<file path="config.mk">
export PLATFORM = sky130hd
export DESIGN_NAME = seg7_capture_encoder_flat
export DESIGN_NICKNAME = d
export VERILOG_FILES = /design/src/rtl/seg7_capture_encoder_if.sv /design/src/rtl/seg7_capture_encoder.sv /design/src/flat_wrapper.sv
export SDC_FILE = /design/constraint.sdc
export NUM_CORES = 1
export LEC_CHECK = 0
export ABC_AREA = 1
export ABC_CLOCK_PERIOD_IN_PS = 1600
export CAP_MARGIN = 5
export CORE_ASPECT_RATIO = 1.1
export CORE_MARGIN = 2
export CORE_UTILIZATION = 50
export DETAILED_ROUTE_END_ITERATION = 8
export GPL_ROUTABILITY_DRIVEN = 1
export GPL_TIMING_DRIVEN = 1
export PLACE_DENSITY = 0.72
export SLEW_MARGIN = 40
export SYNTH_ARGS = -nofsm -noshare
export SYNTH_HDL_FRONTEND = slang
export SYNTH_SLANG_ARGS = --single-unit
</file>
<file path="constraint.sdc">
create_clock -name CLOCK_50 -period 1.6 [get_ports CLOCK_50]
set_clock_uncertainty 0.05 [all_clocks]
set_input_delay 0.24 -clock CLOCK_50 [delete_from_list [all_inputs] [get_ports CLOCK_50]]
set_output_delay 0.24 -clock CLOCK_50 [all_outputs]
set_load 0.03 [all_outputs]
</file>
<file path="src/rtl/seg7_capture_encoder_if.sv">
// Handshake bundle carrying a decoded digit from the capture encoder to its consumer.
interface seg7_capture_encoder_if;
  logic       out_valid;
  logic [3:0] out_digit;
  logic       out_err;
  logic       out_ready;

  modport master (
    output out_valid,
    output out_digit,
    output out_err,
    input  out_ready
  );

  modport slave (
    input  out_valid,
    input  out_digit,
    input  out_err,
    output out_ready
  );
endinterface

</file>
<file path="src/rtl/seg7_capture_encoder.sv">
// Samples an active-low 7-segment bus, waits for a stable pattern and presents each newly
// settled pattern once as a digit (or an error code) on a valid/ready handshake.
module seg7_capture_encoder #(
  parameter int unsigned STABLE_CYCLES = 4
) (
  input  logic                          CLOCK_50,
  input  logic                          Resetn,
  input  logic [6:0]                    HEX_IN,  // bit 0 = segment a ... bit 6 = segment g
  seg7_capture_encoder_if.master        hs
);

  localparam int unsigned CntW = $clog2(STABLE_CYCLES + 1);
  localparam logic [CntW-1:0] CntMax = CntW'(STABLE_CYCLES);
  localparam logic [CntW-1:0] CntOne = CntW'(1);
  localparam logic [6:0] Blank = 7'h7f;

  localparam logic [1:0] StIdle    = 2'd0;
  localparam logic [1:0] StSettle  = 2'd1;
  localparam logic [1:0] StPresent = 2'd2;

  logic [6:0]      sync1_q, sync2_q;
  logic [6:0]      cand_q, cand_d;
  logic [6:0]      last_pat_q, last_pat_d;
  logic [CntW-1:0] cnt_q, cnt_d;
  logic [1:0]      state_q, state_d;
  logic            valid_q, valid_d;
  logic [3:0]      digit_q, digit_d;
  logic            err_q, err_d;

  logic            is_digit;
  logic [3:0]      cand_val;

  // Patterns stored with segment a in bit 0, so these read g..a left to right.
  always_comb begin
    is_digit = 1'b1;
    cand_val = 4'd0;
    case (cand_q)
      7'b1000000: cand_val = 4'd0;
      7'b1111001: cand_val = 4'd1;
      7'b0100100: cand_val = 4'd2;
      7'b0110000: cand_val = 4'd3;
      7'b0011001: cand_val = 4'd4;
      7'b0010010: cand_val = 4'd5;
      7'b0000010: cand_val = 4'd6;
      7'b1111000: cand_val = 4'd7;
      7'b0000000: cand_val = 4'd8;
      7'b0010000: cand_val = 4'd9;
      default:    is_digit = 1'b0;
    endcase
  end

  always_comb begin
    cand_d     = cand_q;
    last_pat_d = last_pat_q;
    cnt_d      = cnt_q;
    state_d    = state_q;
    valid_d    = valid_q;
    digit_d    = digit_q;
    err_d      = err_q;
    case (state_q)
      StIdle: begin
        if (sync2_q != last_pat_q) begin
          cand_d  = sync2_q;
          cnt_d   = CntOne;
          state_d = StSettle;
        end
      end
      StSettle: begin
        if (sync2_q != cand_q) begin
          cand_d = sync2_q;
          cnt_d  = CntOne;
        end else if (cnt_q < CntMax) begin
          cnt_d = cnt_q + CntOne;
        end else begin
          last_pat_d = cand_q;
          state_d    = StIdle;
          // Settling back to the previous pattern, or to blank, is not news.
          if ((cand_q != last_pat_q) && (cand_q != Blank)) begin
            valid_d = 1'b1;
            digit_d = is_digit ? cand_val : 4'hf;
            err_d   = ~is_digit;
            state_d = StPresent;
          end
        end
      end
      StPresent: begin
        if (hs.out_ready) begin
          valid_d = 1'b0;
          state_d = StIdle;
        end
      end
      default: state_d = StIdle;
    endcase
  end

  always_ff @(posedge CLOCK_50 or negedge Resetn) begin
    if (!Resetn) begin
      sync1_q    <= Blank;
      sync2_q    <= Blank;
      cand_q     <= Blank;
      last_pat_q <= Blank;
      cnt_q      <= '0;
      state_q    <= StIdle;
      valid_q    <= 1'b0;
      digit_q    <= 4'd0;
      err_q      <= 1'b0;
    end else begin
      sync1_q    <= HEX_IN;
      sync2_q    <= sync1_q;
      cand_q     <= cand_d;
      last_pat_q <= last_pat_d;
      cnt_q      <= cnt_d;
      state_q    <= state_d;
      valid_q    <= valid_d;
      digit_q    <= digit_d;
      err_q      <= err_d;
    end
  end

  assign hs.out_valid = valid_q;
  assign hs.out_digit = digit_q;
  assign hs.out_err   = err_q;

endmodule

</file>
<file path="src/flat_wrapper.sv">
// flat-port wrapper written by rule: the top's interface ports become plain ports
module seg7_capture_encoder_flat 
#(
  parameter int unsigned STABLE_CYCLES = 4
)
  (CLOCK_50, Resetn, HEX_IN, hs_out_valid, hs_out_digit, hs_out_err, hs_out_ready);
  seg7_capture_encoder_if hs_i ();
  input  logic CLOCK_50;
  input  logic Resetn;
  input  logic [6:0] HEX_IN;
  output wire logic [$bits(hs_i.out_valid)-1:0] hs_out_valid;
  output wire logic [$bits(hs_i.out_digit)-1:0] hs_out_digit;
  output wire logic [$bits(hs_i.out_err)-1:0] hs_out_err;
  input wire logic [$bits(hs_i.out_ready)-1:0] hs_out_ready;
  assign hs_out_valid = hs_i.out_valid;
  assign hs_out_digit = hs_i.out_digit;
  assign hs_out_err = hs_i.out_err;
  assign hs_i.out_ready = hs_out_ready;
  seg7_capture_encoder #(.STABLE_CYCLES(STABLE_CYCLES)) u_core (.CLOCK_50(CLOCK_50), .Resetn(Resetn), .HEX_IN(HEX_IN), .hs(hs_i));
endmodule
</file>
==> results.rst <==
.. list-table::
   :header-rows: 1

   * - Metric
     - Value
   * - RSZ-0062 raised after global routing
     - yes
   * - Initial antenna violation count
     - 0
   * - Simple-gate share of the synthesized area
     - 40.3%
   * - Cells along the critical path
     - inv_2 > nand2_1 > nand2_1 > nor2_2 > nand2_4 > nor3_4 > buf_6 > nand2_1 > o21ai_1
   * - Share of the yosys chip area belonging to registers
     - 46.9%
   * - Detailed placement HPWL
     - 3580 microns
   * - Synth warnings
     - 0
   * - Fraction of the mapped netlist area in compound gates
     - approximately 3.3%
   * - Drt initial violations
     - 109
   * - Sequential share of power
     - a little under half
   * - Ports placed on the boundary
     - 16
   * - Number of placement rows
     - 25
   * - Maximum root-to-sink buffer count
     - 2
   * - Worst Path Arrival
     - between 1500 and 2000 ps
   * - Share of final-layout standard cells stronger than drive strength 1
     - roughly 43%
   * - Wire length of the first global-routing pass
     - ~8300 microns
   * - Kind of launch point of the worst setup path
     - flip-flop
   * - Area Overhead vs Synth
     - 40.1%
   * - Leakage Power
     - ~1.5 nW
   * - Type of the tightest min-delay check
     - primary input to flip-flop
   * - Violated checks
     - setup timing
   * - TritonCTS clock tree
     - done
   * - Post-route core utilization
     - between 70% and 80%
   * - Post-route minimum period
     - between 1500 and 2000 ps
   * - Final Total Pwr
     - between 0.002 and 0.0025 W
   * - Drt first pass iters
     - 4
   * - Via total after detailed routing
     - around 2,000
   * - Measured slew at the worst slew-check pin
     - 475 ps
   * - Number of H-tree levels
     - 2
   * - FMAX
     - roughly 600 MHz
   * - Startpoint of the worst hold path
     - HEX_IN[0]
   * - Relative contribution of combinational cells to total power
     - 13.6%
   * - Crit path buffers/inverters
     - 2
   * - Pwr/cell area
     - between 700 and 800 nW/um^2
   * - Total placed cells including tap cells
     - 388
   * - Area enclosed by the die boundary
     - between 4000 and 5000 sq um
   * - Outcome
     - complete, but fails checks
   * - Post-Place Cell Area
     - ~2500 sq um
   * - Placer Congestion
     - between 0.8 and 0.9
   * - Number of buffers added by the clock tree synthesis step
     - 5
   * - Maximum cell stage delay along the critical path
     - about 570 ps
   * - Cell at the root of the clock tree
     - sky130_fd_sc_hd__clkbuf_8
   * - Die outline width
     - between 60 and 70 microns
   * - Number of endpoints with negative hold slack in the final report
     - 0
   * - DR vias/cell
     - between 4 and 5
   * - Max-slew violations
     - 0
   * - Post-detailed-route DRC marker count
     - 0
   * - Clock slew at the register clock pins of the worst setup and hold paths
     - 80 ps
   * - Final net count
     - between 300 and 400
   * - Relative slew slack
     - roughly 70%
   * - Clock insertion delay at the later pin of the skew report
     - roughly 290 ps
   * - Initial Util
     - between 50% and 60%
   * - Post-route fraction of the period consumed by the critical path
     - 106%
   * - Detailed-route wire length
     - ~5400 microns
   * - Endpoint type of the worst setup path
     - flip-flop
   * - CP max FO
     - 8
   * - Flip-flop and latch count after synthesis
     - 39
   * - Reg2reg path depth
     - 9
   * - Number of cells traversed by the worst hold path
     - 1
   * - Dominant combinational cell family by area after synthesis
     - simple AND/OR/NAND/NOR gates
   * - Number of antenna cells inserted
     - 0
   * - Synthesized Nets
     - between 300 and 400
   * - Largest vdd supply drop
     - 0.783 mV
   * - Number of nets with antenna violations after routing
     - 0
   * - Y dimension of the die
     - 72.9 microns
   * - Reg2reg start
     - u_core.cand_q[5]$_DFFE_PN1P_
   * - Post-Synthesis Cells
     - around 300
   * - Worst hold slack after final layout
     - 299 ps
   * - Required time reported for the critical path endpoint
     - approximately 1800 ps
   * - Area share of fa/ha/maj cells after synthesis
     - 0.580%
   * - Setup violators final
     - 21
   * - Internal Pwr Total
     - between 0.0015 and 0.002 W
   * - R2r setup slk
     - -100 ps
   * - Fraction of power consumed by the clock network
     - slightly below 40%
   * - Average wire per cell in the routed design
     - about 13 microns
   * - Total core area
     - 4220 sq um
   * - Slowest stage cell, crit path
     - sky130_fd_sc_hd__dfstp_2
   * - Commonest cells after routing, fill and taps aside
     - sky130_fd_sc_hd__nand2_1, sky130_fd_sc_hd__buf_4, sky130_fd_sc_hd__dfstp_2
   * - Pin count of the biggest net entering global routing
     - 22
   * - Final std cells w/o fill
     - 413
   * - Count of maximum capacitance violations
     - 0
   * - Sw Ratio
     - a little under a quarter
   * - Most common library cell in the layout ignoring fill and taps
     - sky130_fd_sc_hd__nand2_1
   * - Setup ws final
     - -100 ps
   * - Worst R2R End
     - u_core.last_pat_q[2]$_DFFE_PN1P_
   * - FILL cells
     - 321
   * - Fraction of synthesized area in multiplexers
     - 0%
   * - Final global-route overflow total
     - 0
   * - Synthesized area per cell
     - about 7.2 sq um
   * - Post-route cell area
     - about 3000 sq um
   * - Unique masters post-synth
     - 29
   * - Vias in the first global route
     - around 1,900
   * - Fraction of synthesized cell area in xor and xnor cells
     - less than 1%
   * - Count of clock tree sinks
     - 39
   * - Number of buffers added on ports
     - 15
   * - Critical setup path kind
     - flip-flop to flip-flop
   * - Cell family with the largest share of critical-path delay
     - simple AND/OR/NAND/NOR gates
   * - Most frequent CP cell
     - sky130_fd_sc_hd__nand2_1
   * - GR Util All Layers
     - 23.0%
   * - Capture endpoint of the worst hold path
     - u_core.sync1_q[0]$_DFF_PN1_
   * - Total standard cell area after synthesis
     - roughly 2200 sq um
   * - Net switching power of the design
     - about 0.00055 W
[kinds of logic (layout without fill, tap and decap cells)]
family	count (synthesis)	after routing
AND/OR/NAND/NOR	203	203
buffers and inverters	43	104
flip-flops	39	39
AO/OA/AOI/OAI	11	11
adder cells (fa/ha/maj)	1	1
XOR/XNOR	1	1
[sequential cells by signal, indices dropped and copies added, names as in the netlist]
signal / count
u_core.last_pat_q: 7
u_core.sync2_q: 7
u_core.cnt_q: 3
u_core.hs.out_digit: 4
u_core.sync1_q: 7
u_core.hs.out_valid: 1
u_core.state_q: 2
u_core.cand_q: 7
u_core.hs.out_err: 1
[stage by stage]
stage	setup TNS [ps]	setup slack (ps)
after floorplan	0	46.6
after global placement	-409	-74.1
after detailed placement	-186	-38.1
after CTS	-52.4	-19.2
after global routing	-2710	-166
final	-926	-100
[synthesized netlist by cell type, drive strengths merged]
library cell | instances | area (sq um)
a21oi | 1 | 5.00
and2 | 1 | 6.26
and3 | 1 | 6.26
buf | 7 | 48.8
dfrtp | 11 | 275
dfstp | 28 | 736
ha | 1 | 12.5
inv | 36 | 135
nand2 | 138 | 533
nand3 | 20 | 123
nand3b | 1 | 7.51
nand4 | 2 | 12.5
nor2 | 37 | 154
nor3 | 3 | 26.3
o21ai | 8 | 51.3
o21bai | 1 | 7.51
o31ai | 1 | 7.51
xnor2 | 1 | 8.76
[layout make-up]
type	instances	area [sq um]	area share (%)
clock buffer	6	93.8	3.11
clock inverter	2	37.5	1.24
inverter	36	138	4.56
multi-input combinational	216	1120	37.2
sequential	39	1010	33.5
tap	54	67.6	2.24
timing repair buffer	60	548	18.1
[worst max path at each step]
| stage | start | end | slack, ps | cells after the start |
|---|---|---|---|---|
| finish | u_core.cand_q[5]$_DFFE_PN1P_ | u_core.last_pat_q[2]$_DFFE_PN1P_ | -100 | 9 |
| global placement | u_core.sync2_q[2]$_DFF_PN1_ | u_core.hs.out_err$_DFFE_PN0P_ | -70 | 9 |
| floorplan | u_core.cand_q[2]$_DFFE_PN1P_ | u_core.last_pat_q[6]$_DFFE_PN1P_ | 50 | 10 |
| detailed placement | u_core.sync2_q[2]$_DFF_PN1_ | u_core.hs.out_digit[1]$_DFFE_PN0P_ | -40 | 9 |
| CTS | u_core.sync2_q[2]$_DFF_PN1_ | u_core.last_pat_q[0]$_DFFE_PN1P_ | -20 | 9 |
| global route | u_core.cand_q[5]$_DFFE_PN1P_ | u_core.last_pat_q[2]$_DFFE_PN1P_ | -170 | 9 |
[per-layer routing]
metal / track usage (%) / routed length [microns] / vias up
met3: 4.94 / 236 / 16
met1: 28.1 / 2220 / 942
met2: 38.7 / 2770 / 67
li1: - / - / 1025
met4: 10.4 / 174 / 0
met5: 0 / 0 / -
[power by group through the flow]
stage | registers (W) | clock network, W | logic, W
global placement | 0.00108 | 0 | 0.000234
floorplan | 0.00107 | 0 | 0.000129
CTS | 0.00107 | 0.000928 | 0.000245
global route | 0.00108 | 0.000978 | 0.000341
finish | 0.00107 | 0.000912 | 0.000312
detailed placement | 0.00108 | 0 | 0.000236
[timing repair]
action,CTS,global route
hold endpoints to repair,9,0
setup endpoints to repair,22,24
pin swaps,8,26
buffers inserted,4,12
resized for setup,14,67
hold buffers,1,0
(Power assumes the default switching activity.)
